--- src/rtl/ebi_pkg.sv ---
// ============================================================================
// Module  : ebi_pkg
// Brief   : Shared EBI constants: channel IDs, per-channel message lengths,
//           link flit width and the TX serializer state encoding.
// Revision: 1.0 - initial release
// ============================================================================
`default_nettype none

package ebi_pkg;

  localparam int M1_M2_CHANNEL_NUM        = 5;
  localparam int MAX_M1_M2_MESSAGE_LENGTH = 160;
  localparam int EBI_FLIT_WIDTH           = 64;

  localparam int ID_AR = 0;
  localparam int ID_AW = 1;
  localparam int ID_W  = 2;
  localparam int ID_CR = 3;
  localparam int ID_CD = 4;

  // Valid message bits per channel, indexed by channel ID
  localparam int M1_M2_MSG_LEN [M1_M2_CHANNEL_NUM] = '{100, 100, 160, 40, 130};

  typedef enum logic [0:0] {
    IDLE = 1'b0,
    SEND = 1'b1
  } ebi_tx_state_e;

  function automatic int ebi_nflit(input int ch, input int flit_w = EBI_FLIT_WIDTH);
    return (M1_M2_MSG_LEN[ch] + flit_w - 1) / flit_w;
  endfunction

endpackage

`default_nettype wire

--- src/rtl/m1_ebi_vc_fifo.sv ---
// ============================================================================
// Module  : m1_ebi_vc_fifo
// Brief   : Synchronous per-channel FIFO with occupancy count, full and empty.
// Revision: 1.0 - initial release
// ============================================================================
`default_nettype none

module m1_ebi_vc_fifo #(
  parameter int WIDTH = 8,
  parameter int DEPTH = 2
) (
  input  logic             clk_i,
  input  logic             rst_ni,
  input  logic             push_i,
  input  logic             pop_i,
  input  logic [WIDTH-1:0] data_i,
  output logic [WIDTH-1:0] data_o,
  output logic             full_o,
  output logic             empty_o
);

  localparam int PTR_W = (DEPTH > 1) ? $clog2(DEPTH) : 1;
  localparam int CNT_W = $clog2(DEPTH + 1);

  logic [WIDTH-1:0] mem_q [DEPTH];
  logic [PTR_W-1:0] wptr_q, wptr_d;
  logic [PTR_W-1:0] rptr_q, rptr_d;
  logic [CNT_W-1:0] count_q, count_d;
  logic             do_push, do_pop;

  assign full_o  = (count_q == CNT_W'(DEPTH));
  assign empty_o = (count_q == '0);
  assign data_o  = mem_q[rptr_q];
  assign do_push = push_i & ~full_o;
  assign do_pop  = pop_i & ~empty_o;

  always_comb begin
    wptr_d  = wptr_q;
    rptr_d  = rptr_q;
    count_d = count_q;
    if (do_push) wptr_d = (wptr_q == PTR_W'(DEPTH - 1)) ? '0 : wptr_q + 1'b1;
    if (do_pop)  rptr_d = (rptr_q == PTR_W'(DEPTH - 1)) ? '0 : rptr_q + 1'b1;
    case ({do_push, do_pop})
      2'b10:   count_d = count_q + 1'b1;
      2'b01:   count_d = count_q - 1'b1;
      default: count_d = count_q;
    endcase
  end

  always_ff @(posedge clk_i) begin
    if (!rst_ni) begin
      wptr_q  <= '0;
      rptr_q  <= '0;
      count_q <= '0;
    end else begin
      wptr_q  <= wptr_d;
      rptr_q  <= rptr_d;
      count_q <= count_d;
    end
  end

  // Storage carries no reset; occupancy alone defines validity
  always_ff @(posedge clk_i) begin
    if (do_push) mem_q[wptr_q] <= data_i;
  end

endmodule

`default_nettype wire

--- src/rtl/m1_ebi_tx_serializer.sv ---
// ============================================================================
// Module  : m1_ebi_tx_serializer
// Brief   : Per-channel VC FIFOs, round-robin arbitration and LSB-first flit
//           serialization onto the M1->M2 link. Macro M1_EBI_TX_CREDIT_EN
//           adds per-channel credit flow control.
// Revision: 1.0 - initial release
// ============================================================================
`default_nettype none

module m1_ebi_tx_serializer
  import ebi_pkg::*;
#(
  parameter int CH_NUM     = M1_M2_CHANNEL_NUM,
  parameter int MSG_W      = MAX_M1_M2_MESSAGE_LENGTH,
  parameter int FLIT_W     = EBI_FLIT_WIDTH,
  parameter int VC_DEPTH   = 2,
  parameter int VC_CREDITS = 4
) (
  input  logic                          m1_clk_i,
  input  logic                          rst_ni,
  input  logic [CH_NUM-1:0]             m1_m2_channel_entry_valid_i,
  output logic [CH_NUM-1:0]             m1_m2_channel_push_ready_o,
  input  logic [CH_NUM-1:0][MSG_W-1:0]  m1_m2_channel_hs_entry_i,
  output logic                          link_valid_o,
  input  logic                          link_ready_i,
  output logic [FLIT_W-1:0]             link_data_o,
  output logic [$clog2(CH_NUM)-1:0]     link_vc_o,
  output logic                          link_last_o
`ifdef M1_EBI_TX_CREDIT_EN
  ,
  input  logic [CH_NUM-1:0]             credit_return_i
`endif
);

  localparam int VC_W      = $clog2(CH_NUM);
  localparam int MAX_NFLIT = (MSG_W + FLIT_W - 1) / FLIT_W;
  localparam int SH_W      = MAX_NFLIT * FLIT_W;
  localparam int BEAT_W    = $clog2(MAX_NFLIT + 1);

  if (VC_DEPTH < 1 || VC_CREDITS < 1) begin : g_bad_cfg
    $error("m1_ebi_tx_serializer: VC_DEPTH and VC_CREDITS must be >= 1");
  end

  ebi_tx_state_e             state_q, state_d;
  logic [SH_W-1:0]           shreg_q, shreg_d;
  logic [BEAT_W-1:0]         beat_q, beat_d;
  logic [VC_W-1:0]           vc_q, vc_d;
  logic [VC_W-1:0]           rr_ptr_q, rr_ptr_d;

  logic [CH_NUM-1:0]             fifo_full, fifo_empty, fifo_pop, credit_ok, eligible;
  logic [CH_NUM-1:0][MSG_W-1:0]  fifo_head;
  logic [VC_W-1:0]               rr_next, search_start, gnt_idx;
  logic [BEAT_W-1:0]             nflit_sel;
  logic                          gnt_found, accept, last_accept;

  // Clears the bits beyond a channel's valid length so the tail flit is zero-padded
  function automatic logic [MSG_W-1:0] msg_mask(input int ch);
    for (int b = 0; b < MSG_W; b++) msg_mask[b] = (b < M1_M2_MSG_LEN[ch]);
  endfunction

  for (genvar g = 0; g < CH_NUM; g++) begin : g_vc
    m1_ebi_vc_fifo #(
      .WIDTH (MSG_W),
      .DEPTH (VC_DEPTH)
    ) u_fifo (
      .clk_i   (m1_clk_i),
      .rst_ni  (rst_ni),
      .push_i  (m1_m2_channel_entry_valid_i[g] & m1_m2_channel_push_ready_o[g]),
      .pop_i   (fifo_pop[g]),
      .data_i  (m1_m2_channel_hs_entry_i[g]),
      .data_o  (fifo_head[g]),
      .full_o  (fifo_full[g]),
      .empty_o (fifo_empty[g])
    );
  end

  assign m1_m2_channel_push_ready_o = ~fifo_full & {CH_NUM{rst_ni}};
  assign eligible = ~fifo_empty & credit_ok;

  assign link_valid_o = (state_q == SEND);
  assign link_data_o  = shreg_q[FLIT_W-1:0];
  assign link_vc_o    = vc_q;
  assign link_last_o  = (state_q == SEND) && (beat_q == nflit_sel - BEAT_W'(1));
  assign accept       = link_valid_o & link_ready_i;
  assign last_accept  = accept & link_last_o;
  assign rr_next      = (vc_q == VC_W'(CH_NUM - 1)) ? '0 : vc_q + 1'b1;
  assign search_start = last_accept ? rr_next : rr_ptr_q;

  always_comb begin
    nflit_sel = '0;
    for (int c = 0; c < CH_NUM; c++) begin
      if (vc_q == VC_W'(c)) nflit_sel = BEAT_W'(ebi_nflit(c, FLIT_W));
    end
  end

  always_comb begin
    int idx;
    gnt_found = 1'b0;
    gnt_idx   = '0;
    idx       = 0;
    for (int i = 0; i < CH_NUM; i++) begin
      idx = (int'(search_start) + i) % CH_NUM;
      if (!gnt_found && eligible[idx]) begin
        gnt_found = 1'b1;
        gnt_idx   = VC_W'(idx);
      end
    end
  end

  always_comb begin
    state_d  = state_q;
    shreg_d  = shreg_q;
    beat_d   = beat_q;
    vc_d     = vc_q;
    rr_ptr_d = rr_ptr_q;
    fifo_pop = '0;
    if (accept) begin
      shreg_d = shreg_q >> FLIT_W;
      beat_d  = beat_q + 1'b1;
    end
    if (last_accept) begin
      rr_ptr_d = rr_next;
      state_d  = IDLE;
    end
    // A grant on the last-flit accept loads the next message with no idle cycle
    if ((state_q == IDLE || last_accept) && gnt_found) begin
      fifo_pop[gnt_idx] = 1'b1;
      shreg_d = SH_W'(fifo_head[gnt_idx] & msg_mask(int'(gnt_idx)));
      beat_d  = '0;
      vc_d    = gnt_idx;
      state_d = SEND;
    end
  end

  always_ff @(posedge m1_clk_i) begin
    if (!rst_ni) begin
      state_q  <= IDLE;
      shreg_q  <= '0;
      beat_q   <= '0;
      vc_q     <= '0;
      rr_ptr_q <= '0;
    end else begin
      state_q  <= state_d;
      shreg_q  <= shreg_d;
      beat_q   <= beat_d;
      vc_q     <= vc_d;
      rr_ptr_q <= rr_ptr_d;
    end
  end

`ifdef M1_EBI_TX_CREDIT_EN
  localparam int CR_W = $clog2(VC_CREDITS + 1);

  logic [CH_NUM-1:0][CR_W-1:0] credit_q, credit_d;

  always_comb begin
    credit_d = credit_q;
    for (int c = 0; c < CH_NUM; c++) begin
      if (fifo_pop[c] && !credit_return_i[c]) begin
        credit_d[c] = credit_q[c] - 1'b1;
      end else if (credit_return_i[c] && !fifo_pop[c] &&
                   credit_q[c] != CR_W'(VC_CREDITS)) begin
        credit_d[c] = credit_q[c] + 1'b1;
      end
    end
  end

  always_ff @(posedge m1_clk_i) begin
    if (!rst_ni) begin
      credit_q <= {CH_NUM{CR_W'(VC_CREDITS)}};
    end else begin
      credit_q <= credit_d;
    end
  end

  for (genvar g = 0; g < CH_NUM; g++) begin : g_credit
    assign credit_ok[g] = (credit_q[g] != '0);

    always @(posedge m1_clk_i) begin
      if (rst_ni) begin
        assert (!(credit_return_i[g] && !fifo_pop[g] && credit_q[g] == CR_W'(VC_CREDITS)))
          else $error("credit overflow on channel %0d", g);
      end
    end
  end
`else
  assign credit_ok = '1;
`endif

endmodule

`default_nettype wire
--- config.mk ---
export PLATFORM = sky130hd
export DESIGN_NAME = m1_ebi_tx_serializer
export DESIGN_NICKNAME = d
export VERILOG_FILES = /design/src/rtl/ebi_pkg.sv /design/src/rtl/m1_ebi_vc_fifo.sv /design/src/rtl/m1_ebi_tx_serializer.sv
export SDC_FILE = /design/constraint.sdc
export NUM_CORES = 2
export LEC_CHECK = 0
export CORE_AREA = 2 2 347 349
export CTS_BUF_LIST = sky130_fd_sc_hd__clkbuf_16
export CTS_CLUSTER_SIZE = 8
export DETAILED_ROUTE_END_ITERATION = 7
export DIE_AREA = 0 0 349 351
export GPL_TIMING_DRIVEN = 0
export PLACE_DENSITY_LB_ADDON = 0.05
export SLEW_MARGIN = 40
export SYNTH_ARGS = -nofsm -noshare
export SYNTH_HDL_FRONTEND = slang
export SYNTH_SLANG_ARGS = --single-unit
--- constraint.sdc ---
create_clock -name m1_clk_i -period 26.7 [get_ports m1_clk_i]
set_input_delay 5.34 -clock m1_clk_i [delete_from_list [all_inputs] [get_ports m1_clk_i]]
set_output_delay 5.34 -clock m1_clk_i [all_outputs]
set_load 0.01 [all_outputs]
==> impl_summary.log <==
[metrics] result of the run: complete, no violations
[metrics] routed wire length per instance: 30.2 um
[metrics] initial detailed-routing violation count: 2880
[metrics] Max-slew headroom: 40.3%
[metrics] total setup violations reported at the end of the flow: 0
[metrics] Core Rows: 127
[metrics] commonest non-fill, non-tap cell in the layout: edfxtp_1
[metrics] internal reg-to-reg setup slack: 16550 ps
[metrics] number of cell instances on the worst register-to-register path: 34
[metrics] antenna violations before repair: 79
[metrics] placed cell areas: 0.0608 mm^2
[metrics] quantity of gates resized following cts: 0
[metrics] gp weighted congestion: 0.924
[metrics] Mapped Cells: 3316
[metrics] final standard cell utilization of the core: 55.4%
[metrics] dominant synthesized flop cell: edfxtp_1
[metrics] summed instance area of the synthesized netlist: a little over 0.05 mm^2
[metrics] xor/xnor share of the synthesized area: 0.357%
[metrics] Max FO, Critical Path: 12
[metrics] antenna violation net count after detailed routing: 0
[metrics] clock skew after layout: 21.5 ps
[metrics] combinational family with the most area after synthesis: multiplexers
[metrics] clock latency reported for the late side of the worst-skew pair: 770 ps
[metrics] via count of the first global-routing pass: 32.8k
[metrics] clock tree from TritonCTS: done
[metrics] unrepaired setup endpoints after global routing: no
[metrics] placeable core area: ~0.12 mm^2
[metrics] number of search-and-repair iterations in the first detailed-routing pass: 6
[metrics] Critical Setup Path Class: primary input to flip-flop
[metrics] type of element launching the critical path: primary input
[metrics] HP Class: flip-flop to flip-flop
[metrics] wire length of the first global-routing pass: 244 mm
[metrics] fraction of power spent switching nets: 43.7%
[metrics] Slew @ Worst Pin: 896 ps
[metrics] GR Overflow Total: 0
[metrics] worst path bufs/invs: 7
[metrics] CTS buffer count: 175
[metrics] power share of the clock group: 23.0%
[metrics] number of register bits inferred by synthesis: 1254
[metrics] # clock sinks: 1254
[metrics] signed area change from the synthesized netlist to the final layout: 28.8%
[metrics] type of element capturing the critical path: flip-flop
[metrics] worst setup path endpoint: shreg_q[95]$_SDFFE_PN0P_
[metrics] overall track demand over capacity in global routing: 28.6%
[metrics] Switch Pwr: 0.00385 W
[metrics] compound-gate portion of the synthesized area: under 10%
[metrics] Vias per Instance: around 5.6
[metrics] final critical path time including I/O delays and setup: between 10000 and 15000 ps
[metrics] vias after detailed routing: 33.1k
[metrics] count of final max-slew check failures: 0
[metrics] Sequential Power Share: 28.1%
[metrics] number of top-level pins: 882
[metrics] Comb pwr share: 48.9%
[metrics] internal power: 0.00495 W
[metrics] fraction of the mapped netlist area in adder cells: 0.757%
[metrics] worst flop-to-flop path endpoint: shreg_q[95]$_SDFFE_PN0P_
[metrics] part of the Yosys area used for sequential elements: 69.7%
[metrics] worst reg2reg startpoint: link_vc_o[0]$_SDFFE_PN0P_
[metrics] level count of the clock H-tree: 4
[metrics] MaxCap Viol Count: 0
[metrics] Max clock buf depth: 3
[metrics] post-CTS setup buffers: 0
[metrics] Syn. warnings: 0
[metrics] root cell of the clock tree: clkbuf_16
[metrics] number of buffers added to fix hold violations after cts: 0
[metrics] post-synthesis simple-gate area fraction: 5.21%
[metrics] final number of hold-violating endpoints: 0
[metrics] Final Routed Wirelength: 177 mm
[metrics] Die Footprint: 0.122 mm^2
[metrics] Cell Pwr Density: 133 mW/mm^2
[metrics] largest net degree at the start of global routing: 33
[metrics] floorplan die width: about 350 um
[metrics] vertical die dimension: between 300 and 400 um
[metrics] clock-pin slew on the worst setup and hold paths: about 50 ps
[metrics] critical-path cell with the highest stage delay: a221oi_1
[metrics] synthesized area per cell: between 15 and 20 um^2
[metrics] # port buffers: 610
[metrics] CP Depth: 32
[metrics] Synth cell types: 86
[metrics] mux contribution to synthesized area: 12.4%
[metrics] Static Leakage: 22.7 nW
[metrics] largest stage delay on the critical path: 610 ps
[metrics] DRC violations left: 0
[metrics] fraction of final layout cells with drive strength greater than 1: 13.7%
[metrics] net total in the final layout: 5012
[metrics] Max Fclk: between 70 and 80 MHz
[metrics] placed wire-length estimate: 134 mm
[metrics] nets in the synthesized netlist: 4155
[metrics] Overall Power: 0.00880 W
[metrics] final worst path period share: 52.8%
[metrics] worst IR drop on VDD: around 0.00011 V
[metrics] count of flip-flops with a built-in enable after synthesis: 1060
[metrics] minimum hold slack: about 480 ps
[metrics] family with the most delay on the worst path: compound AO/OA/AOI/OAI gates
[metrics] arrival time worst endpoint: 14780 ps
[metrics] effective utilization at floorplan: a little over two fifths
[metrics] Required @ worst endpoint: 27380 ps
[metrics] launch point of the worst path: link_ready_i
[metrics] most frequent cells in the layout: edfxtp_1, clkdlybuf4s50_1, mux2i_1
[metrics] design area: 0.0660 mm^2
[metrics] asr flop ratio synth: 0%
[metrics] total negative slack for setup checks: 0 ps
[worst min-delay path by stage]
stage,cells after the start,endpoint,slack (ps),start
2_1_floorplan,2,shreg_q[97]$_SDFFE_PN0P_,420,shreg_q[97]$_SDFFE_PN0P_
3_3_place_gp,2,g_vc[0].u_fifo.rptr_q$_SDFFE_PN0P_,460,g_vc[0].u_fifo.rptr_q$_SDFFE_PN0P_
6_report,2,g_vc[0].u_fifo.rptr_q$_SDFFE_PN0P_,480,g_vc[0].u_fifo.rptr_q$_SDFFE_PN0P_
5_1_grt,2,g_vc[0].u_fifo.rptr_q$_SDFFE_PN0P_,510,g_vc[0].u_fifo.rptr_q$_SDFFE_PN0P_
3_5_place_dp,2,g_vc[0].u_fifo.rptr_q$_SDFFE_PN0P_,470,g_vc[0].u_fifo.rptr_q$_SDFFE_PN0P_
4_1_cts,2,g_vc[0].u_fifo.rptr_q$_SDFFE_PN0P_,480,g_vc[0].u_fifo.rptr_q$_SDFFE_PN0P_
[Yosys cell counts, types with 7 or more instances]
| cell | number | area (um^2) |
|---|---|---|
| edfxtp_1 | 1060 | 31800 |
| mux2i_1 | 514 | 5140 |
| dfxtp_1 | 194 | 3880 |
| clkbuf_1 | 140 | 526 |
| o21ai_0 | 138 | 691 |
| mux2_2 | 101 | 1140 |
| nor2_1 | 95 | 357 |
| nor2b_1 | 91 | 569 |
| buf_4 | 69 | 518 |
| nor3_1 | 68 | 340 |
| nand2_1 | 67 | 251 |
| buf_2 | 57 | 285 |
| a221oi_1 | 55 | 482 |
| a21oi_1 | 47 | 235 |
| o221ai_1 | 41 | 359 |
| a211oi_1 | 39 | 293 |
| o22a_1 | 37 | 324 |
| o2bb2ai_1 | 37 | 324 |
| a22oi_1 | 36 | 270 |
| and2_1 | 31 | 194 |
| ha_1 | 31 | 388 |
| nor4_1 | 28 | 175 |
| o211ai_1 | 28 | 210 |
| nand3_1 | 23 | 115 |
| or3_1 | 23 | 144 |
| inv_1 | 22 | 82.6 |
| a222oi_1 | 16 | 160 |
| a31oi_1 | 16 | 100 |
| a22o_1 | 15 | 131 |
| and3_1 | 15 | 93.8 |
| o22ai_1 | 15 | 93.8 |
| xnor2_1 | 15 | 131 |
| a21boi_0 | 14 | 105 |
| o2111ai_1 | 9 | 78.8 |
| nand2b_1 | 8 | 50.1 |
| o21a_1 | 8 | 60.1 |
| o31ai_1 | 8 | 60.1 |
| nor4_2 | 7 | 87.6 |
[stage by stage]
step,setup slack [ps],instances
5_1_grt,12240,5867
3_3_place_gp,6220,5474
6_report,12600,5877
2_1_floorplan,13210,3316
4_1_cts,12810,5855
3_5_place_dp,11980,5542
[power groups by stage]
stage	logic, W	clock network, W	registers, W
floorplan	0.00247	0	0.00246
global placement	0.00421	0	0.00254
detailed placement	0.00428	0	0.00251
CTS	0.00430	0.00206	0.00247
global route	0.00455	0.00215	0.00248
finish	0.00431	0.00202	0.00247
[cell families after synthesis]
group / count (synthesis)
muxes: 618
AOI/OAI and AO/OA: 605
adders and majority gates: 31
DFF: 1254
xor gates and xnor gates: 20
and+or+nand+nor: 488
buffers and inverters: 300
[sequential cells by signal (all words and copies together) (netlist names), named ones only]
signal and flops:
g_vc.u_fifo.wptr_q 5, g_vc.u_fifo.count_q 10, g_vc.u_fifo.rptr_q 5, beat_q 2
rr_ptr_q 3, shreg_q 160, link_valid_o 1, link_vc_o 3
g_vc.u_fifo.mem_q 1060
[tightest hold or removal path, stage by stage (launching register included)]
cell and delay (ps):
dfxtp_1 300, nand2_1 60, o21ai_0 60
[layout make-up]
class / instances / area, um^2
clock inverters: 134 / 627
plain buffers: 276 / 1470
diodes: 20 / 50.0
multi-input cells: 1762 / 14100
well taps: 1548 / 1940
inverters: 24 / 92.6
flip-flops and latches: 1254 / 35700
clock buffers: 179 / 4480
fillers: 9725 / 53000
repair buffers: 680 / 7540
[routing by layer]
layer	share of wire, %	vias up	track usage, %
met5	0.33	-	0
met4	2.8	88	8.63
met3	8.0	325	7.75
met2	47	1275	46.4
met1	42	16700	37.4
li1	-	14800	-
(Power assumes the default switching activity.)
